### src/rtl/axi4l_mst_bridge.sv
// ---------------------------------------------------------------------------
// axi4l_mst_bridge
//
// Turns a single-beat memory request from the core (load/store side) into an
// AXI4-Lite read or write transaction. Only one transaction is in flight at a
// time. Completion is reported with a one-cycle ack pulse, an error flag
// (SLVERR/DECERR) and, for reads, the returned data.
//
// Ports
//   clk, rst_n           clock (rising edge), asynchronous active-low reset
//   req_valid_i          core request valid, held until accepted
//   req_ready_o          bridge idle, request accepted when both are high
//   req_we_i             1 = write, 0 = read
//   req_addr_i           byte address, passed unchanged to the bus
//   req_wdata_i          write data
//   req_wstrb_i          write byte enables
//   rsp_ack_o            one-cycle completion pulse
//   rsp_err_o            error flag, meaningful only with rsp_ack_o
//   rsp_rdata_o          read data, held until the next read completes
//   axi_aw* / axi_w*     write address / write data channels
//   axi_b*               write response channel
//   axi_ar* / axi_r*     read address / read data channels
// ---------------------------------------------------------------------------
module axi4l_mst_bridge #(
    parameter int AW = 32,
    parameter int DW = 32
) (
    input  logic            clk,
    input  logic            rst_n,

    input  logic            req_valid_i,
    output logic            req_ready_o,
    input  logic            req_we_i,
    input  logic [AW-1:0]   req_addr_i,
    input  logic [DW-1:0]   req_wdata_i,
    input  logic [DW/8-1:0] req_wstrb_i,

    output logic            rsp_ack_o,
    output logic            rsp_err_o,
    output logic [DW-1:0]   rsp_rdata_o,

    output logic [AW-1:0]   axi_awaddr,
    output logic [2:0]      axi_awprot,
    output logic            axi_awvalid,
    input  logic            axi_awready,

    output logic [DW-1:0]   axi_wdata,
    output logic [DW/8-1:0] axi_wstrb,
    output logic            axi_wvalid,
    input  logic            axi_wready,

    input  logic [1:0]      axi_bresp,
    input  logic            axi_bvalid,
    output logic            axi_bready,

    output logic [AW-1:0]   axi_araddr,
    output logic [2:0]      axi_arprot,
    output logic            axi_arvalid,
    input  logic            axi_arready,

    input  logic [DW-1:0]   axi_rdata,
    input  logic [1:0]      axi_rresp,
    input  logic            axi_rvalid,
    output logic            axi_rready
);

    localparam int SW = DW / 8;

    typedef enum logic [2:0] {
        ST_IDLE  = 3'd0,
        ST_WADDR = 3'd1,
        ST_WRESP = 3'd2,
        ST_RADDR = 3'd3,
        ST_RDATA = 3'd4
    } state_t;

    state_t          state_r;
    state_t          state_nxt_s;

    logic            awvalid_r;
    logic            aw_done_r;
    logic [AW-1:0]   awaddr_r;
    logic            wvalid_r;
    logic            w_done_r;
    logic [DW-1:0]   wdata_r;
    logic [SW-1:0]   wstrb_r;
    logic            arvalid_r;
    logic [AW-1:0]   araddr_r;
    logic            bready_r;
    logic            rready_r;
    logic            rsp_ack_r;
    logic            rsp_err_r;
    logic [DW-1:0]   rsp_rdata_r;

    logic            req_acc_s;
    logic            aw_hs_s;
    logic            w_hs_s;
    logic            b_hs_s;
    logic            ar_hs_s;
    logic            r_hs_s;
    logic            wr_both_done_s;
    logic            unused_resp_s;

    // Handshake decode; every valid/ready here is a flop or a bus input.
    assign req_acc_s = req_valid_i & (state_r == ST_IDLE);
    assign aw_hs_s   = awvalid_r & axi_awready;
    assign w_hs_s    = wvalid_r  & axi_wready;
    assign b_hs_s    = bready_r  & axi_bvalid;
    assign ar_hs_s   = arvalid_r & axi_arready;
    assign r_hs_s    = rready_r  & axi_rvalid;

    // Address and data phases may complete in either order or together.
    assign wr_both_done_s = (aw_done_r | aw_hs_s) & (w_done_r | w_hs_s);

    // Only resp[1] distinguishes OKAY/EXOKAY from SLVERR/DECERR.
    assign unused_resp_s = axi_bresp[0] ^ axi_rresp[0];

    // Next-state decode for the transaction sequencer.
    always_comb begin
        state_nxt_s = state_r;
        case (state_r)
            ST_IDLE: begin
                if (req_valid_i) begin
                    if (req_we_i) begin
                        state_nxt_s = ST_WADDR;
                    end else begin
                        state_nxt_s = ST_RADDR;
                    end
                end else begin
                    state_nxt_s = ST_IDLE;
                end
            end
            ST_WADDR: begin
                if (wr_both_done_s) begin
                    state_nxt_s = ST_WRESP;
                end else begin
                    state_nxt_s = ST_WADDR;
                end
            end
            ST_WRESP: begin
                if (b_hs_s) begin
                    state_nxt_s = ST_IDLE;
                end else begin
                    state_nxt_s = ST_WRESP;
                end
            end
            ST_RADDR: begin
                if (ar_hs_s) begin
                    state_nxt_s = ST_RDATA;
                end else begin
                    state_nxt_s = ST_RADDR;
                end
            end
            ST_RDATA: begin
                if (r_hs_s) begin
                    state_nxt_s = ST_IDLE;
                end else begin
                    state_nxt_s = ST_RDATA;
                end
            end
            default: begin
                state_nxt_s = ST_IDLE;
            end
        endcase
    end

    // Sequencer state register.
    always_ff @(posedge clk or negedge rst_n) begin
        if (!rst_n) begin
            state_r <= ST_IDLE;
        end else begin
            state_r <= state_nxt_s;
        end
    end

    // Write address channel: valid rises on acceptance, drops after its own handshake.
    always_ff @(posedge clk or negedge rst_n) begin
        if (!rst_n) begin
            awvalid_r <= 1'b0;
            aw_done_r <= 1'b0;
            awaddr_r  <= {AW{1'b0}};
        end else if (req_acc_s && req_we_i) begin
            awvalid_r <= 1'b1;
            aw_done_r <= 1'b0;
            awaddr_r  <= req_addr_i;
        end else if (aw_hs_s) begin
            awvalid_r <= 1'b0;
            aw_done_r <= 1'b1;
        end else begin
            awvalid_r <= awvalid_r;
            aw_done_r <= aw_done_r;
        end
    end

    // Write data channel: independent of the address channel's progress.
    always_ff @(posedge clk or negedge rst_n) begin
        if (!rst_n) begin
            wvalid_r <= 1'b0;
            w_done_r <= 1'b0;
            wdata_r  <= {DW{1'b0}};
            wstrb_r  <= {SW{1'b0}};
        end else if (req_acc_s && req_we_i) begin
            wvalid_r <= 1'b1;
            w_done_r <= 1'b0;
            wdata_r  <= req_wdata_i;
            wstrb_r  <= req_wstrb_i;
        end else if (w_hs_s) begin
            wvalid_r <= 1'b0;
            w_done_r <= 1'b1;
        end else begin
            wvalid_r <= wvalid_r;
            w_done_r <= w_done_r;
        end
    end

    // Read address channel.
    always_ff @(posedge clk or negedge rst_n) begin
        if (!rst_n) begin
            arvalid_r <= 1'b0;
            araddr_r  <= {AW{1'b0}};
        end else if (req_acc_s && !req_we_i) begin
            arvalid_r <= 1'b1;
            araddr_r  <= req_addr_i;
        end else if (ar_hs_s) begin
            arvalid_r <= 1'b0;
        end else begin
            arvalid_r <= arvalid_r;
        end
    end

    // Response-channel readies track the response-wait states exactly, so
    // they are never raised before the request phase has finished.
    always_ff @(posedge clk or negedge rst_n) begin
        if (!rst_n) begin
            bready_r <= 1'b0;
            rready_r <= 1'b0;
        end else begin
            bready_r <= (state_nxt_s == ST_WRESP);
            rready_r <= (state_nxt_s == ST_RDATA);
        end
    end

    // Completion pulse and error flag; error is forced low outside the ack cycle.
    always_ff @(posedge clk or negedge rst_n) begin
        if (!rst_n) begin
            rsp_ack_r <= 1'b0;
            rsp_err_r <= 1'b0;
        end else if (b_hs_s) begin
            rsp_ack_r <= 1'b1;
            rsp_err_r <= axi_bresp[1];
        end else if (r_hs_s) begin
            rsp_ack_r <= 1'b1;
            rsp_err_r <= axi_rresp[1];
        end else begin
            rsp_ack_r <= 1'b0;
            rsp_err_r <= 1'b0;
        end
    end

    // Read data is captured even on an error response and held until the next read.
    always_ff @(posedge clk or negedge rst_n) begin
        if (!rst_n) begin
            rsp_rdata_r <= {DW{1'b0}};
        end else if (r_hs_s) begin
            rsp_rdata_r <= axi_rdata;
        end else begin
            rsp_rdata_r <= rsp_rdata_r;
        end
    end

    assign req_ready_o = (state_r == ST_IDLE);
    assign rsp_ack_o   = rsp_ack_r;
    assign rsp_err_o   = rsp_err_r;
    assign rsp_rdata_o = rsp_rdata_r;

    assign axi_awaddr  = awaddr_r;
    assign axi_awprot  = 3'b000;
    assign axi_awvalid = awvalid_r;
    assign axi_wdata   = wdata_r;
    assign axi_wstrb   = wstrb_r;
    assign axi_wvalid  = wvalid_r;
    assign axi_bready  = bready_r;
    assign axi_araddr  = araddr_r;
    assign axi_arprot  = 3'b000;
    assign axi_arvalid = arvalid_r;
    assign axi_rready  = rready_r;

endmodule

### config.mk
export PLATFORM = sky130hd
export DESIGN_NAME = axi4l_mst_bridge
export DESIGN_NICKNAME = d
export VERILOG_FILES = /design/src/rtl/axi4l_mst_bridge.sv
export SDC_FILE = /design/constraint.sdc
export NUM_CORES = 1
export LEC_CHECK = 0
export ABC_AREA = 0
export BUFFER_PORTS_ARGS = -buffer_cell sky130_fd_sc_hd__clkbuf_2
export CAP_MARGIN = 20
export CORE_MARGIN = 3
export CORE_UTILIZATION = 50
export DETAILED_ROUTE_END_ITERATION = 8
export PLACE_DENSITY = 0.94
export SKIP_CTS_REPAIR_TIMING = 1
export SYNTH_ARGS = -nofsm -noshare
export SYNTH_HDL_FRONTEND = slang
export SYNTH_SLANG_ARGS = --single-unit
### constraint.sdc
create_clock -name clk -period 2.85 [get_ports clk]
set_input_delay 0.1425 -clock clk [delete_from_list [all_inputs] [get_ports clk]]
set_output_delay 0.1425 -clock clk [all_outputs]
set_load 0.02 [all_outputs]
==> metrics.txt <==
# TYPE chip_impl_metric gauge
chip_impl_metric{name="clock_tree.htree_level_count",unit=""} 4
chip_impl_metric{name="leakage",unit="nW"} 4.33
chip_impl_metric{name="min_path_cells",unit=""} 2
chip_impl_metric{name="ir_worst_vdd",unit="mV"} 0.760
chip_impl_info{name="rr_endpoint",value="axi_wdata[17]"} 1
chip_impl_metric{name="dieArea",unit="mm2"} 0.0125
chip_impl_metric{name="slew_headroom",unit="%"} 32.5
chip_impl_metric{name="timing_max_transition_violations_final",unit=""} 0
chip_impl_metric{name="synth-seq-area-share",unit="%"} 64.5
chip_impl_metric{name="setup_viol",unit=""} 0
chip_impl_metric{name="grt_first_pass_wirelength",unit="mm"} 21.8
chip_impl_metric{name="synth-edff-count",unit=""} 0
chip_impl_metric{name="layout_min_cycle_time",unit="ns"} 2.47
chip_impl_metric{name="dieHeight",unit="um"} 112
chip_impl_metric{name="cap_violations",unit=""} 0
chip_impl_metric{name="clock_insertion_delay_worst_skew",unit="ns"} 0.51
chip_impl_metric{name="worst-endpoint-arrival",unit="ns"} 2.85
chip_impl_metric{name="row_count",unit=""} 37
chip_impl_metric{name="synth.ff_latch_count",unit=""} 144
chip_impl_info{name="mostFrequentLayoutCell",value="sky130_fd_sc_hd__clkbuf_2"} 1
chip_impl_metric{name="dr.first_iter.drc_count",unit=""} 196
chip_impl_metric{name="grt_antenna_before_repair",unit=""} 0
chip_impl_metric{name="die_w",unit="um"} 112
chip_impl_metric{name="maximum_number_of_pins_on_one_net_before_global_route_repair",unit=""} 78
chip_impl_info{name="slowest_stage",value="sky130_fd_sc_hd__nand3_4"} 1
chip_impl_metric{name="final.setup_skew",unit="ns"} 0.00619
chip_impl_metric{name="final_period_utilization",unit="%"} 86.6
chip_impl_info{name="endpoint_kind",value="flip-flop"} 1
chip_impl_info{name="run_status",value="finished, final reports clean"} 1
chip_impl_metric{name="post-route-util",unit="%"} 80.3
chip_impl_info{name="holdCritStartpoint",value="req_we_i"} 1
chip_impl_metric{name="slew_at_the_pin_closest_to_its_max_slew_limit",unit="ns"} 1.01
chip_impl_metric{name="grt_pass1_vias",unit=""} 4205
chip_impl_metric{name="globalRouteOverflowTotal",unit=""} 0
chip_impl_metric{name="detail_route.wl_per_cell",unit="um"} 20.3
chip_impl_metric{name="numClockSinks",unit=""} 144
chip_impl_info{name="worstSetupPathType",value="reg2reg"} 1
chip_impl_info{name="worstSetupStartpointType",value="flip-flop"} 1
chip_impl_metric{name="postRouteAntennaNets",unit=""} 0
chip_impl_metric{name="totalWireLength",unit="mm"} 17.2
chip_impl_metric{name="tritoncts.num_buffers",unit=""} 17
chip_impl_metric{name="synth_area_per_inst",unit="um2"} 16.8
chip_impl_metric{name="mappedNetlistArea",unit="mm2"} 0.00559
chip_impl_metric{name="core_area",unit="mm2"} 0.0106
chip_impl_metric{name="critical_path_required",unit="ns"} 3.23
chip_impl_metric{name="dpl.hpwl",unit="mm"} 10.0
chip_impl_metric{name="yosys_warnings",unit=""} 0
chip_impl_metric{name="vias",unit=""} 4401
chip_impl_metric{name="clk_pin_slew",unit="ns"} 0.06
chip_impl_metric{name="asyncSetResetFlopFracSynth",unit="%"} 100
chip_impl_metric{name="flow.area_growth_from_synthesis",unit="%"} 52.4
chip_impl_metric{name="syn_inst",unit=""} 333
chip_impl_info{name="r2r_start",value="state_r[1]"} 1
chip_impl_metric{name="maxClockFrequency",unit="MHz"} 405
chip_impl_metric{name="setup_total_negative_slack",unit="ns"} 0
chip_impl_info{name="yosysTopAreaCell",value="sky130_fd_sc_hd__dfrtp_1"} 1
chip_impl_metric{name="nets",unit=""} 815
chip_impl_info{name="synth_area_leaders",value="sky130_fd_sc_hd__dfrtp_1 64%, sky130_fd_sc_hd__mux2_2 21%, sky130_fd_sc_hd__mux2_4 7.8%"} 1
chip_impl_metric{name="vias_per_cell",unit=""} 5.20
chip_impl_metric{name="gp_congestion",unit=""} 0.869
chip_impl_metric{name="power_density",unit="mW/mm2"} 1160
chip_impl_metric{name="timing.critical_path.fanout_max",unit=""} 70
chip_impl_metric{name="antenna_cells_inserted",unit=""} 0
chip_impl_metric{name="crit_path_max_incr_delay",unit="ns"} 0.79
chip_impl_metric{name="drc",unit=""} 0
chip_impl_metric{name="initial_core_util",unit="%"} 52.7
chip_impl_info{name="whs_endpoint",value="w_done_r"} 1
chip_impl_metric{name="r2r_slack",unit="ns"} 0.38
chip_impl_metric{name="synth_top_cell_area_share",unit="%"} 64.5
chip_impl_metric{name="design.portCount",unit=""} 259
chip_impl_metric{name="post_synth_num_cell_types",unit=""} 27
chip_impl_metric{name="grt.total_usage",unit="%"} 22.0
chip_impl_info{name="clock-root-buffer",value="sky130_fd_sc_hd__clkbuf_8"} 1
chip_impl_metric{name="timing.final.ws_setup",unit="ns"} 0.381
chip_impl_info{name="hold_path_class",value="in2reg"} 1
chip_impl_info{name="ys.flop_type",value="sky130_fd_sc_hd__dfrtp_1"} 1
chip_impl_info{name="grt_setup_unrepaired",value="no"} 1
chip_impl_metric{name="place_ws",unit="ns"} 0.430
chip_impl_metric{name="total_power",unit="W"} 0.00985
chip_impl_metric{name="hold-worst-slack",unit="ns"} 0.0183
chip_impl_metric{name="io_buffers",unit=""} 250
chip_impl_metric{name="hold_viol",unit=""} 0
chip_impl_metric{name="rr_worst_depth",unit=""} 3
chip_impl_info{name="timing.critical_path.cells",value="nor3_2 -> nand3_4 -> mux2_2"} 1
chip_impl_metric{name="clock_tree.buffer_depth",unit=""} 2
chip_impl_info{name="layout_common_cells",value="249 x sky130_fd_sc_hd__clkbuf_2, 144 x sky130_fd_sc_hd__dfrtp_1, 110 x sky130_fd_sc_hd__dlygate4sd3_1"} 1
chip_impl_info{name="clock_tree_from_tritoncts",value="yes"} 1
chip_impl_metric{name="drt_first_pass_iters",unit=""} 4
chip_impl_metric{name="post_route_cells_drive_above_1_share",unit="%"} 58.6
## Yosys cell counts (all sizes together), types with 2 or more instances
library cell	count
buf	17
mux2	132
a31oi	2
inv	4
nor2	2
clkbuf	3
o31ai	2
dfrtp	144
a21oi	2
nand2	7
o21ai	3
nand4	2
nand3	4
## through the flow
| step | std cells | area [um2] |
|---|---|---|
| 3_3_place_gp | 709 | 6920 |
| 6_report | 847 | 8520 |
| 3_5_place_dp | 709 | 6920 |
| 2_1_floorplan | 338 | 5610 |
| 4_1_cts | 737 | 7420 |
| 5_1_grt | 847 | 8520 |
## state kept, by name, indices dropped and copies added (netlist names)
name and count:
axi_wvalid 1, rsp_err_o 1, aw_done_r 1, axi_wstrb 4, axi_rready 1, axi_awaddr 32
state_r 3, axi_araddr 32, axi_arvalid 1, rsp_rdata_o 32, axi_awvalid 1, rsp_ack_o 1
w_done_r 1, axi_bready 1, axi_wdata 32
## metal layers
layer | global-route usage (%) | vias to the layer above | share of wire [%]
met5 | 0 | - | 0
met4 | 7.14 | 0 | 2.9
met1 | 24.9 | 2192 | 36
met3 | 7.39 | 48 | 7.5
li1 | - | 1902 | -
met2 | 39.2 | 259 | 53
## report_power, final
part / total, W / switching, W / internal, W
Combinational: 0.00418 / 0.00239 / 0.00179
Sequential: 0.00373 / 0.000676 / 0.00306
Clock: 0.00193 / 0.000803 / 0.00113
## critical path, delay by kind of cell, from the launching register on
family | cells | cell delay, ns
flops | 1 | 0.47
simple gates | 2 | 1.21
mux | 1 | 0.61
## worst max-delay path by stage
stage,cells after the start,end,slack [ns],from
detailed placement,3,axi_wdata[31],0.43,state_r[1]
global route,3,axi_wdata[17],0.22,state_r[1]
finish,3,axi_wdata[17],0.38,state_r[1]
global placement,3,axi_awaddr[14],0.56,state_r[1]
CTS,3,axi_wdata[31],0.41,state_r[1]
floorplan,5,axi_araddr[10],1.04,state_r[1]
## logic make-up after synthesis
logic type | after synthesis | share of synthesized area (%)
buf+inv | 24 | 3.18
simple gates | 19 | 2.17
other cells | 1 | 0.0671
mux | 132 | 28.5
flops | 144 | 64.5
compound gates | 13 | 1.54
## layout make-up
cell class	instances	area (um2)
fillers	528	2080
multi-input cells	170	1840
repair buffers	365	2400
inverters	4	15.0
flip-flops and latches	144	3600
clock inverters	8	70.1
clock buffers	20	425
well taps	136	170
No activity file was read; power rests on OpenSTA's default activity.
